**src/rtl/vga_scan.sv**
```systemverilog
// vga_scan: VGA raster counters, draw-block coordinate source and sync/colour alignment pipeline.
// Define VGA_GRID_OVERLAY_EN to paint the 16x16 map grid white during active video.
module vga_scan #(
    parameter int H_ACTIVE    = 640,
    parameter int H_FP        = 16,
    parameter int H_SYNC      = 96,
    parameter int H_BP        = 48,
    parameter int V_ACTIVE    = 480,
    parameter int V_FP        = 10,
    parameter int V_SYNC      = 2,
    parameter int V_BP        = 33,
    parameter int MAP_LATENCY = 1
) (
    input  logic        clk,
    input  logic        rst,
    input  logic        pix_en,
    output logic [10:0] x,
    output logic [10:0] y,
    input  logic [11:0] color_in,
    output logic [3:0]  r,
    output logic [3:0]  g,
    output logic [3:0]  b,
    output logic        hs,
    output logic        vs,
    output logic        frame_start
);
    localparam int H_TOTAL = H_ACTIVE + H_FP + H_SYNC + H_BP;
    localparam int V_TOTAL = V_ACTIVE + V_FP + V_SYNC + V_BP;
    localparam int LAST    = MAP_LATENCY - 1;

    localparam logic [10:0] H_LAST     = 11'(H_TOTAL - 1);
    localparam logic [10:0] V_LAST     = 11'(V_TOTAL - 1);
    localparam logic [10:0] H_VIS      = 11'(H_ACTIVE);
    localparam logic [10:0] V_VIS      = 11'(V_ACTIVE);
    localparam logic [10:0] HS_ON      = 11'(H_ACTIVE + H_FP);
    localparam logic [10:0] HS_OFF     = 11'(H_ACTIVE + H_FP + H_SYNC);
    localparam logic [10:0] VS_ON      = 11'(V_ACTIVE + V_FP);
    localparam logic [10:0] VS_OFF     = 11'(V_ACTIVE + V_FP + V_SYNC);
    localparam logic [10:0] NULL_COORD = 11'h400;

    logic [10:0]            h_cnt;
    logic [10:0]            v_cnt;
    logic                   active_now;
    logic                   hs_now;
    logic                   vs_now;
    logic [MAP_LATENCY-1:0] active_d;
    logic [MAP_LATENCY-1:0] hs_d;
    logic [MAP_LATENCY-1:0] vs_d;
    logic [11:0]            pix_color;

    assign active_now = (h_cnt < H_VIS) && (v_cnt < V_VIS);
    assign hs_now     = !((h_cnt >= HS_ON) && (h_cnt < HS_OFF));
    assign vs_now     = !((v_cnt >= VS_ON) && (v_cnt < VS_OFF));

    // Combinational so the pulse lands on the very pix_en step that consumes raster (0,0).
    assign frame_start = pix_en && !rst && (h_cnt == 11'd0) && (v_cnt == 11'd0);

`ifdef VGA_GRID_OVERLAY_EN
    logic [MAP_LATENCY-1:0][3:0] gx_d;
    logic [MAP_LATENCY-1:0][3:0] gy_d;

    assign pix_color = (gx_d[LAST] == 4'd0 || gy_d[LAST] == 4'd0) ? 12'hFFF : color_in;

    always_ff @(posedge clk) begin
        if (rst) begin
            gx_d <= '0;
            gy_d <= '0;
        end else if (pix_en) begin
            gx_d[0] <= h_cnt[3:0];
            gy_d[0] <= v_cnt[3:0];
            for (int i = 1; i < MAP_LATENCY; i++) begin
                gx_d[i] <= gx_d[i-1];
                gy_d[i] <= gy_d[i-1];
            end
        end
    end
`else
    assign pix_color = color_in;
`endif

    always_ff @(posedge clk) begin
        // NOTE: the alignment stages are reset too; otherwise sync pins glitch on the first line.
        if (rst) begin
            h_cnt    <= '0;
            v_cnt    <= '0;
            x        <= NULL_COORD;
            y        <= NULL_COORD;
            active_d <= '0;
            hs_d     <= '1;
            vs_d     <= '1;
            r        <= '0;
            g        <= '0;
            b        <= '0;
            hs       <= 1'b1;
            vs       <= 1'b1;
        end else if (pix_en) begin
            // NOTE: non-blocking throughout, so every stage shifts on the old value of its neighbour.
            if (h_cnt == H_LAST) begin
                h_cnt <= '0;
                v_cnt <= (v_cnt == V_LAST) ? 11'd0 : v_cnt + 11'd1;
            end else begin
                h_cnt <= h_cnt + 11'd1;
            end

            x <= active_now ? h_cnt : NULL_COORD;
            y <= active_now ? v_cnt : NULL_COORD;

            active_d[0] <= active_now;
            hs_d[0]     <= hs_now;
            vs_d[0]     <= vs_now;
            for (int i = 1; i < MAP_LATENCY; i++) begin
                active_d[i] <= active_d[i-1];
                hs_d[i]     <= hs_d[i-1];
                vs_d[i]     <= vs_d[i-1];
            end

            // Stage LAST lines up with the colour the draw blocks return for that pixel.
            hs <= hs_d[LAST];
            vs <= vs_d[LAST];
            if (active_d[LAST]) begin
                r <= pix_color[11:8];
                g <= pix_color[7:4];
                b <= pix_color[3:0];
            end else begin
                r <= '0;
                g <= '0;
                b <= '0;
            end
        end
    end
endmodule

```
**config.mk**
```make
export PLATFORM = sky130hd
export DESIGN_NAME = vga_scan
export DESIGN_NICKNAME = d
export VERILOG_FILES = /design/src/rtl/vga_scan.sv
export SDC_FILE = /design/constraint.sdc
export NUM_CORES = 1
export LEC_CHECK = 0
export ABC_AREA = 1
export CAP_MARGIN = 20
export CORE_ASPECT_RATIO = 1.25
export CORE_UTILIZATION = 55
export CTS_CLUSTER_DIAMETER = 100
export CTS_CLUSTER_SIZE = 10
export DETAILED_ROUTE_END_ITERATION = 10
export HOLD_SLACK_MARGIN = 0.03
export PLACE_DENSITY = 0.92
export SYNTH_ARGS = -nofsm -noshare
export SYNTH_HDL_FRONTEND = slang
export SYNTH_SLANG_ARGS = --single-unit
export TNS_END_PERCENT = 1
```
**constraint.sdc**
```tcl
create_clock -name clk -period 3 [get_ports clk]
set_clock_uncertainty 0.05 [all_clocks]
set_input_delay 0.3 -clock clk [delete_from_list [all_inputs] [get_ports clk]]
set_output_delay 0.3 -clock clk [all_outputs]
set_load 0.005 [all_outputs]
```
Word-level counts from Yosys, hierarchy flattened
Index checks and enable logic that the tools add are counted.
{"block": "op_classes", "mux": 7, "magnitude_cmp": 6, "add_sub_neg": 2, "bitwise_logic": 0, "n_eq_ne": 2, "n_reduce_logical": 12, "div": 0, "shift": 0, "n_mul": 0}
{"op": "$mux W11", "count": 4}
{"op": "$add A11 B1 Y11 const B", "count": 2}
{"op": "$eq A11 B10 Y1 const B", "count": 2}
{"op": "$logic_not A11 Y1", "count": 2}
{"op": "$lt A11 B10 Y1 const B", "count": 2}
{"op": "$lt A11 B9 Y1 const B", "count": 2}
{"op": "$mux W4", "count": 3}
{"op": "$ge A11 B10 Y1 const B", "count": 1}
{"op": "$ge A11 B9 Y1 const B", "count": 1}
{"op": "$logic_and A1 B1 Y1", "count": 6}
{"op": "$logic_not A1 Y1", "count": 3}
{"op": "$reduce_and A2 Y1", "count": 1}
{"block": "word_totals", "out_inout_bits": 37, "rom_bits": 0, "regBits": 61, "wordCells": 41, "input_bits": 15, "latchBits": 0, "ram_bits": 0, "memories": 0}

Depth between registers and ports, before layout
{"block": "logic_depth", "ltp_word": 4, "depth_mapped": 9, "mapped_depth_nobuf": 9}

Worst setup path before layout
Ideal clock, no wire load.
{"block": "synth_path", "path_type": "reg2reg", "from": "register h_cnt[0]", "to": "register v_cnt[3]", "arrival_time_ps": 1280, "setup_time_ps": 110, "stages_incl_launch_ff": 9, "t_required_ps": 2840, "n_path_buf": 0, "synth_period_minus_slack_ps": 1440, "slack_ps": 1560, "cell_sequence": "dfxtp_1 -> ha_1 -> nand2_2 -> nor3_4 -> nand2_4 -> nand2_8 -> nand2_4 -> nand3_1 -> inv_1"}
{"block": "synth_via", "elab_chain_len": 2}
{"element": "start: declaration", "line": "41", "text": "logic [10:0] h_cnt;"}
{"element": "start signal: assignment", "line": "102", "text": "h_cnt <= h_cnt + 11'd1;"}
{"element": "$eq A11 B10 Y1", "line": "98", "text": "if (h_cnt == H_LAST) begin"}
{"element": "$reduce_and A2 Y1 (no source line)"}
{"element": "end signal: assignment", "line": "100", "text": "v_cnt <= (v_cnt == V_LAST) ? 11'd0 : v_cnt + 11'd1;"}
{"element": "end: declaration", "line": "42", "text": "logic [10:0] v_cnt;"}
Every way passes these cells.
A chain may end at the register's enable or synchronous reset.

Final worst setup path
{"block": "layout_path", "from": "register v_cnt[1]", "to": "output port frame_start"}
{"block": "layout_via", "elab_chain_len": 2}
{"element": "$logic_not A11 Y1", "line": "56", "text": "assign frame_start = pix_en && !rst && (h_cnt == 11'd0) && (v_cnt == 11'd0);"}
{"element": "$logic_and A1 B1 Y1", "line": "56"}
{"element": "end: declaration", "line": "25", "text": "output logic frame_start"}
Every way passes these cells.

==> impl_metrics.yaml <==
worst_setup_path:
  critPathCaptureType: "output pin"
  cp_cell_sequence: "inv_1 > ha_1 > nand2_1 > nor2_1 > nand3_1 > nor3_1 > clkdlybuf4s50_1"
  cp.arrival_ns: 2.08
  cpMaxStageDelayCell: "clkdlybuf4s50_1"
  crit_type: "register to output pin"
  cp.required_ns: 2.65
  startpoint_type: "register"
  worst_path_largest_cell_delay_ns: 0.55
  critPathMaxFanout: 4
clock_tree:
  cts_tree: "done"
  cts_resized: 0
  clkSlewWorstSetupHoldPaths_ns: 0.06
  clock-sinks: 61
  clockRootBuffer: "clkbuf_8"
  clk_path_buf_depth: 2
  holdBufCountCts: 0
  ctsHtreeMaxLevel: 3
  cts_made_buffers: 9
  insertion_delay_ns: 0.35
  cts_setup_buffers: 0
layout:
  area_growth_pct: 28.15
  drive_above_1_share_pct: 7.583
  fin_nets: 439
  diodes: 0
drt:
  wire_per_inst_um: 14.24
  wl_um: 6837
  drc: 0
  drtPass1Iterations: 5
  via_count: 2646
  first_iter_violations: 201
  drtAntennaViolNets: 0
  viasPerCell: 5.513
floorplanning:
  dieArea_mm2: 0.005099
  core_mm2: 0.004527
  start_util_pct: 58.51
  fp.dieW_um: 64.07
  pin_count: 52
  die_h_um: 79.59
  rows: 27
global_route:
  grt_busiest_layer: "met2"
  grt.total_usage_pct: 29.09
  grt_first_pass_wirelength_um: 11230
  grt_pass1_vias: 2435
  grtUsageMet3_pct: 7.143
  antenna_found_initial: 0
  use_met2_pct: 48.19
  grt_util_met1_pct: 33.81
  gr-total-overflow: 0
  grt_max_degree: 23
sta:
  clock.fmax_ghz: 0.4111
  period_share_pct: 81.08
  finalCriticalPeriod_ns: 2.432
  slew_headroom_pct: 58.15
  whs_ns: 0.4082
  maxSlewViolCount: 0
  worst_slack_ns: 0.5677
  setup_viol: 0
  rsz0062_at_grt: "no"
  tightest_slew_ns: 0.6270
  finalHoldViolCount: 0
  tns_ns: 0
synthesis:
  yosys_warnings: 0
  ys_seq_area_share_pct: 46.10
  synthDistinctLibCells: 31
  netlist_area_mm2: 0.002649
  synth-seq-cells: 61
  syn_avg_cell_area_um2: 7.257
  synthCells: 365
  syn-num-nets: 384
power:
  cellPowerDensity_mw_per_mm2: 485.6
  power_leakage_nw: 1.352
  vdd_drop_max_mv: 0.3023
placed_design:
  dp_hpwl_um: 4675
  place.gp.congestion: 0.9156
  pre_cts_ws_ns: 0.6842
  portBuffers: 51
status:
  status: "finished, final reports clean"
hold_path:
  hp-class: "register to register"
job:
  maxCapViolations: 0
## power by group
part	total, mW	internal [mW]	switching, mW
Clock	0.718	0.413	0.305
Sequential	0.828	0.822	0.00678
Combinational	0.102	0.0460	0.0563
Total	1.65	1.28	0.368
## worst paths after layout
check | from | endpoint | slack (ns) | cells after the start
worst max register to register | h_cnt[1] | v_cnt[3] | 1.24 | 8
worst min register to register | y[2] | y[2] | 0.41 | 2
worst min-delay path | y[2] | y[2] | 0.41 | 2
worst max-delay path | v_cnt[1] | frame_start | 0.57 | 7
## routing by layer
| layer | part of all wire [%] | up-vias |
|---|---|---|
| li1 | - | 1282 |
| met1 | 41 | 1212 |
| met2 | 48 | 133 |
| met3 | 8.2 | 19 |
| met4 | 2.7 | 0 |
| met5 | 0 | - |
## worst max-delay path: cells and delay by family (launching register included)
| family | cells | cell delay, ns |
|---|---|---|
| AND/OR/NAND/NOR | 4 | 0.47 |
| adder cells (fa/ha/maj) | 1 | 0.20 |
| flip-flops | 1 | 0.35 |
| buffers and inverters | 2 | 0.70 |
## sequential cells by signal, summed over array words and instances, names as in the netlist
signal	cells
hs_d	1
r	4
hs	1
active_d	1
x	11
h_cnt	11
g	4
v_cnt	11
vs	1
vs_d	1
b	4
y	11
## through the flow
step	instances	area [µm²]	power (mW)	util, %
4_1_cts	480	3395	1.647	74.99
3_5_place_dp	467	3208	0.9461	70.87
6_report	480	3395	1.648	74.99
2_1_floorplan	365	2649	0.8938	-
3_3_place_gp	467	3208	0.9433	70.87
5_1_grt	480	3395	1.686	74.99
## synth_stat cells
cell,number,share of area (%)
nor3_4,1,0.61
nand2_1,105,15
nand3_1,21,4.0
nand2_4,2,0.85
inv_2,5,0.71
nor3_1,8,1.5
o22ai_1,1,0.24
dfxtp_1,61,46
buf_4,1,0.28
ha_1,4,1.9
nor2_1,47,6.7
o21bai_1,2,0.57
buf_2,6,1.1
nand2_8,1,0.76
clkinv_1,2,0.28
o21ai_0,20,3.8
a21oi_1,8,1.5
xor2_1,2,0.66
nand3b_1,2,0.57
o21ai_1,4,0.76
nor3b_1,1,0.28
nand4_1,5,1.2
inv_1,32,4.5
nor4_1,1,0.24
clkbuf_1,2,0.28
o21ai_2,1,0.33
nor2_2,3,0.71
nand2_2,1,0.24
buf_1,1,0.14
nand3_2,1,0.38
o31ai_1,14,4.0
## final cells by class
class | instances | area [µm²]
multi-input cells | 255 | 1235
repair buffers | 54 | 533.0
flip-flops and latches | 61 | 1221
clock buffers | 11 | 151.4
inverters | 39 | 146.4
clock inverters | 2 | 35.03
well taps | 58 | 72.57
fillers | 309 | 1132
## cell usage in the layout (no fill, tap or decap), drive strengths merged, types with 3 or more instances in the layout
master / count
ha: 4
a21oi: 8
nor3: 9
nor2: 50
nand2: 109
clkbuf: 11
buf: 3
clkdlybuf4s50: 51
o31ai: 14
nand4: 5
inv: 37
nand3: 22
o21ai: 25
dfxtp: 61
clkinv: 3
## cell families (layout without fill, tap and decap cells)
logic type               count (synthesis)  after routing  share of synthesized area [%]
adder cells (fa/ha/maj)                  4              4                          1.890
flip-flops                              61             61                          46.10
buffers and inverters                   49            106                          7.369
AO/OA/AOI/OAI                           50             50                          11.15
AND/OR/NAND/NOR                        199            199                          32.83
XOR/XNOR                                 2              2                         0.6614
(Power assumes the default switching activity.)
